--- src/rtl/ast_conv_pkg.sv ---
// Shared types and helpers for the Avalon-ST width converters.
// Holds the narrower FSM state type, byte width and the ceil-division helper.
package ast_conv_pkg;

    localparam int unsigned BYTE_W = 8;

    typedef enum logic {
        IDLE = 1'b0,
        SEND = 1'b1
    } state_t;

    function automatic int unsigned words_needed(input int unsigned valid_bytes,
                                                 input int unsigned out_bytes);
        return (valid_bytes + out_bytes - 1) / out_bytes;
    endfunction

endpackage

--- src/rtl/ast_word_select.sv ---
// Picks narrow word idx out of the registered wide beat; output is zero when not enabled.
// Latency: purely combinational.
// Backpressure: none of its own; the stable registered inputs hold the word steady.
module ast_word_select
    import ast_conv_pkg::*;
#(
    parameter int DATA_IN_W  = 64,
    parameter int DATA_OUT_W = 16,
    parameter int IDX_W      = 2
) (
    input  logic [DATA_IN_W-1:0]  beat_data,
    input  logic [IDX_W-1:0]      idx,
    input  logic                  en,
    output logic [DATA_OUT_W-1:0] word
);

    localparam int unsigned K = DATA_IN_W / DATA_OUT_W;

    always_comb begin
        word = '0;
        if (en) begin
            for (int unsigned k = 0; k < K; k++) begin
                if (idx == IDX_W'(k)) begin
                    word = beat_data[k*DATA_OUT_W +: DATA_OUT_W];
                end
            end
        end
    end

endmodule

--- src/rtl/ast_width_narrower.sv ---
// Avalon-ST down-converter: each wide sink beat leaves as up to K narrow words, LSB word first.
// Latency: first word is valid 1 cycle after the beat is accepted; back-to-back beats have no bubble.
// Backpressure: source outputs hold while ast_ready_i is low; ast_ready_o only rises in IDLE or on the last word.
// Optional: define AST_WIDTH_NARROWER_PKT_CNT_EN to add the pkt_cnt_o end-of-packet counter.
module ast_width_narrower
    import ast_conv_pkg::*;
#(
    parameter int DATA_IN_W   = 64,
    parameter int DATA_OUT_W  = 16,
    parameter int EMPTY_IN_W  = 3,
    parameter int EMPTY_OUT_W = 1,
    parameter int CHANNEL_W   = 10
) (
    input  logic                   clk,
    input  logic                   srst,

    input  logic [DATA_IN_W-1:0]   ast_data_i,
    input  logic                   ast_startofpacket_i,
    input  logic                   ast_endofpacket_i,
    input  logic                   ast_valid_i,
    input  logic [EMPTY_IN_W-1:0]  ast_empty_i,
    input  logic [CHANNEL_W-1:0]   ast_channel_i,
    output logic                   ast_ready_o,

    output logic [DATA_OUT_W-1:0]  ast_data_o,
    output logic                   ast_startofpacket_o,
    output logic                   ast_endofpacket_o,
    output logic                   ast_valid_o,
    output logic [EMPTY_OUT_W-1:0] ast_empty_o,
    output logic [CHANNEL_W-1:0]   ast_channel_o,
`ifdef AST_WIDTH_NARROWER_PKT_CNT_EN
    output logic [31:0]            pkt_cnt_o,
`endif
    input  logic                   ast_ready_i
);

    localparam int unsigned IN_BYTES  = DATA_IN_W / BYTE_W;
    localparam int unsigned OUT_BYTES = DATA_OUT_W / BYTE_W;
    localparam int unsigned K         = DATA_IN_W / DATA_OUT_W;
    localparam int          IDX_W     = (K > 1) ? $clog2(K) : 1;

    // Word count and tail empty are resolved at accept time so the send path is a compare only.
    typedef struct packed {
        logic [DATA_IN_W-1:0]   data;
        logic                   sop;
        logic                   eop;
        logic [CHANNEL_W-1:0]   channel;
        logic [IDX_W-1:0]       last_idx;
        logic [EMPTY_OUT_W-1:0] last_empty;
    } beat_t;

    state_t            state, state_nxt;
    beat_t             beat;
    logic [IDX_W-1:0]  idx, idx_nxt;

    logic              send;
    logic              at_last;
    logic              accept;
    logic              src_xfer;

    int unsigned       acc_empty_in;
    int unsigned       acc_valid_bytes;
    int unsigned       acc_words;
    logic [IDX_W-1:0]       acc_last_idx;
    logic [EMPTY_OUT_W-1:0] acc_last_empty;

    assign send     = (state == SEND);
    assign at_last  = (idx == beat.last_idx);
    assign src_xfer = send & ast_ready_i;

    // Gated by srst so the sink sees not-ready while reset is held.
    assign ast_ready_o = ~srst & (~send | (at_last & ast_ready_i));
    assign accept      = ast_valid_i & ast_ready_o;

    // An oversize empty on an eop beat is clamped to one valid byte.
    always_comb begin
        acc_empty_in    = 32'(ast_empty_i);
        acc_valid_bytes = IN_BYTES;
        acc_words       = K;
        if (ast_endofpacket_i) begin
            acc_valid_bytes = (acc_empty_in >= IN_BYTES) ? 32'd1 : (IN_BYTES - acc_empty_in);
            acc_words       = words_needed(acc_valid_bytes, OUT_BYTES);
        end
        acc_last_idx   = IDX_W'(acc_words - 1);
        acc_last_empty = EMPTY_OUT_W'(acc_words * OUT_BYTES - acc_valid_bytes);
    end

    always_comb begin
        state_nxt = state;
        idx_nxt   = idx;
        if (src_xfer) begin
            if (at_last) begin
                state_nxt = IDLE;
            end else begin
                idx_nxt = idx + IDX_W'(1);
            end
        end
        if (accept) begin
            state_nxt = SEND;
            idx_nxt   = '0;
        end
    end

    always_ff @(posedge clk or posedge srst) begin
        if (srst) begin
            state <= IDLE;
            idx   <= '0;
            beat  <= '0;
        end else begin
            state <= state_nxt;
            idx   <= idx_nxt;
            if (accept) begin
                beat.data       <= ast_data_i;
                beat.sop        <= ast_startofpacket_i;
                beat.eop        <= ast_endofpacket_i;
                beat.channel    <= ast_channel_i;
                beat.last_idx   <= ast_endofpacket_i ? acc_last_idx : IDX_W'(K - 1);
                beat.last_empty <= ast_endofpacket_i ? acc_last_empty : '0;
            end
        end
    end

    ast_word_select #(
        .DATA_IN_W  (DATA_IN_W),
        .DATA_OUT_W (DATA_OUT_W),
        .IDX_W      (IDX_W)
    ) u_word_select (
        .beat_data (beat.data),
        .idx       (idx),
        .en        (send),
        .word      (ast_data_o)
    );

    assign ast_valid_o         = send;
    assign ast_startofpacket_o = send & beat.sop & (idx == '0);
    assign ast_endofpacket_o   = send & beat.eop & at_last;
    assign ast_empty_o         = ast_endofpacket_o ? beat.last_empty : '0;
    assign ast_channel_o       = send ? beat.channel : '0;

`ifdef AST_WIDTH_NARROWER_PKT_CNT_EN
    always_ff @(posedge clk or posedge srst) begin
        if (srst) begin
            pkt_cnt_o <= '0;
        end else if (src_xfer && ast_endofpacket_o) begin
            pkt_cnt_o <= pkt_cnt_o + 32'd1;
        end
    end
`endif

endmodule
--- config.mk ---
export PLATFORM = sky130hd
export DESIGN_NAME = ast_width_narrower
export DESIGN_NICKNAME = d
export VERILOG_FILES = /design/src/rtl/ast_conv_pkg.sv /design/src/rtl/ast_word_select.sv /design/src/rtl/ast_width_narrower.sv
export SDC_FILE = /design/constraint.sdc
export NUM_CORES = 1
export LEC_CHECK = 0
export ABC_AREA = 1
export ABC_CLOCK_PERIOD_IN_PS = 5300
export CELL_PAD_IN_SITES_DETAIL_PLACEMENT = 1
export CELL_PAD_IN_SITES_GLOBAL_PLACEMENT = 2
export CORE_MARGIN = 4
export CORE_UTILIZATION = 26
export DETAILED_ROUTE_END_ITERATION = 7
export HOLD_SLACK_MARGIN = 0.03
export PLACE_DENSITY_LB_ADDON = 0.1
export SLEW_MARGIN = 20
export SYNTH_ARGS = -nofsm -noshare
export SYNTH_HDL_FRONTEND = slang
export SYNTH_SLANG_ARGS = --single-unit
export TNS_END_PERCENT = 100
--- constraint.sdc ---
create_clock -name clk -period 5.3 [get_ports clk]
set_clock_uncertainty 0.1 [all_clocks]
set_input_delay 1.325 -clock clk [delete_from_list [all_inputs] [get_ports clk]]
set_output_delay 1.325 -clock clk [all_outputs]
set_load 0.1 [all_outputs]
==> flow_summary_export.csv <==
group,metric,value,unit
die,initial_core_util,0.268,
global_route,grtUsageTotal,0.157,
cts,ctsHoldBuffers,0,
placed_design,io_buffer_count,113,
global_route,grt_start_max_net_pins,83,
placed_design,place_congestion,0.767,
detailed_routing,wl,13100,microns
pwr,p_per_area,750,nW/um^2
layout,drive_gt1_frac,0.0673,
global_route,antenna_found_initial,0,
synthesis,synth_seq_area_share,0.520,
synthesis,synthCells,520,
synthesis,synth-simple-area-share,0.302,
die,core,14700,sq um
synthesis,syn_area,3950,sq um
placed_design,hpwl,8940,microns
layout,areaGrowthSynthToFinish,38.6,%
detailed_routing,ant_nets,0,
run,max_cap_violations,0,
setup_path,required,3.88,ns
setup_path,start_kind,"register",
detailed_routing,via_count,3617,
cts,tritoncts,"yes",
detailed_routing,routed_via_density,4.48,
layout,final_common_cell,"nand2_1",
cts,cts_root_buffer,"clkbuf_16",
layout,antenna_cells,0,
setup_path,endpoint_kind,"output pin",
die,io_pins,114,
timing,finalSetupTns,0,ns
synthesis,synthXorXnorAreaFrac,0.00444,
synthesis,synth_nets,609,
synthesis,ys_ff_latch,82,
setup_path,critPathMaxFanout,17,
layout,final_area,5470,sq um
timing,whs,0.374,ns
die,die_w,131,microns
setup_path,crit_arrival,2.93,ns
cts,post_cts_buffers,0,
cts,cts_max_level,3,
timing,tightestPinTransition,0.996,ns
cts,ctsResizeCount,0,
placed_design,placed_area,5160,sq um
synthesis,synth.distinct_cells,21,
die,rows,44,
pwr,ir_drop,0.000458,V
timing,hold_viol,0,
detailed_routing,drt_iter0_drc,191,
setup_path,crit_type,"reg2out",
die,die_h,131,microns
detailed_routing,drc,0,
cts,clkTransAtPathRegs,0.06,ns
synthesis,synth_adder_area_share,0.0190,
synthesis,synth.area.mux_share,0,
timing,finalCriticalPeriod,4.35,ns
global_route,grt_pass1_vias,3934,
layout,mostFrequentLayoutCells,"nand2_1 (265), clkdlybuf4s50_1 (95), dfrtp_1 (82), nor2_1 (35), a21oi_1 (32)",
detailed_routing,drtPass1Iterations,4,
die,dieArea,17200,sq um
cts,cts_buffer_depth,2,
synthesis,yosys_warnings,0,
worst_hold_path,holdCritPathClass,"reg2reg",
layout,final_nets,708,
synthesis,synth_top_family_by_area,"simple AND/OR/NAND/NOR gates",
cts,cts_sinks,82,
pwr,p_leak,2.76,nW
pwr,power.total,4.10,mW
cts,clock_latency,0.34,ns
global_route,grt_pass1_wl,21900,microns
cts,numCtsBuffers,9,
timing,fmax,0.230,GHz
layout,post-route-util,0.372,
synthesis,avgSynthCellArea,7.59,sq um
status,status,"finished clean",
timing,setup_violations,0,
synthesis,synth-compound-area-share,0.0939,
detailed_routing,wl_per_cell,16.2,microns
timing,finalCritPeriodShare,0.821,
timing,relSlewSlack,0.336,
global_route,grt-ovfl-total,0,
timing,grt_setup_unrepaired,"no",
timing,slew_violations,0,
==> cell families (layout without fill, tap and decap cells) <==
kind of cell / Yosys count / count (layout)
compound gates: 66 / 66
xor+xnor: 2 / 2
fa+ha+maj: 6 / 6
buf+inv: 54 / 158
flops: 82 / 82
simple gates: 310 / 310
==> final timing paths <==
| check | from | to | slack [ns] | cells after the start |
|---|---|---|---|---|
| setup / recovery | idx[1] | ast_data_o[12] | 0.95 | 8 |
| hold / removal | beat[77] | beat[77] | 0.37 | 2 |
| setup reg to reg | ast_valid_o | beat[0] | 2.96 | 3 |
| hold reg to reg | beat[77] | beat[77] | 0.37 | 2 |
| max in group asynchronous | srst | beat[11] | 2.58 | 4 |
| min in group asynchronous | srst | beat[57] | 1.35 | 3 |
==> stage by stage <==
| step | worst slack (ns) | std cells |
|---|---|---|
| 2_1_floorplan | 0.478 | 520 |
| 3_3_place_gp | 1.32 | 792 |
| 3_5_place_dp | 1.30 | 792 |
| 4_1_cts | 0.929 | 808 |
| 5_1_grt | 0.682 | 808 |
| 6_report | 0.949 | 808 |
==> critical path, cell delays in order (launching register included) <==
cell and delay (ns):
dfrtp_1 0.44, inv_2 0.08, ha_1 0.44, inv_1 0.53
nor2_1 0.08, o31ai_1 0.36, o21ai_0 0.15, nor2_1 0.17
buf_4 0.33
==> cells in the mapped netlist <==
master    number  share of area
inv_1         23          0.022
nor2_4         1         0.0029
o31ai_1       16          0.030
nand3_1        4         0.0051
clkinv_1       1        0.00095
buf_6          2         0.0057
nand2_1      265           0.25
inv_2          1        0.00095
xnor2_1        1         0.0022
nor2_1        35          0.033
ha_1           6          0.019
xor2_1         1         0.0022
clkbuf_1      10         0.0095
dfrtp_1       82           0.52
nor3b_1        1         0.0019
nand4_1        2         0.0032
o21ai_0       18          0.023
a21oi_1       32          0.041
nand3b_1       1         0.0019
buf_2         17          0.022
nand2_2        1         0.0016
==> final cells by class <==
class | instances | area (sq um)
fill | 1768 | 9230
sequential | 82 | 2050
inverter | 25 | 97.6
timing repair buffer | 117 | 1120
clock inverter | 4 | 50.0
clock buffer | 12 | 256
tap | 184 | 230
multi-input combinational | 384 | 1670
==> registers in the layout, summed over array words and instances (netlist names) <==
signal	cells
beat	79
idx	2
ast_valid_o	1
==> report_power, final <==
| group | internal [mW] | switching (mW) |
|---|---|---|
| Combinational | 0.572 | 1.72 |
| Sequential | 0.946 | 0.210 |
| Clock | 0.390 | 0.260 |
==> per-layer routing <==
| layer | wire length, microns | GRT usage | vias to the layer above |
|---|---|---|---|
| met3 | 792 | 0.0436 | 13 |
| li1 | - | - | 1806 |
| met4 | 191 | 0.0508 | 0 |
| met2 | 5030 | 0.202 | 100 |
| met1 | 7080 | 0.249 | 1698 |
| met5 | 0 | 0 | - |
Note: power is estimated with default switching activity, not from simulation.
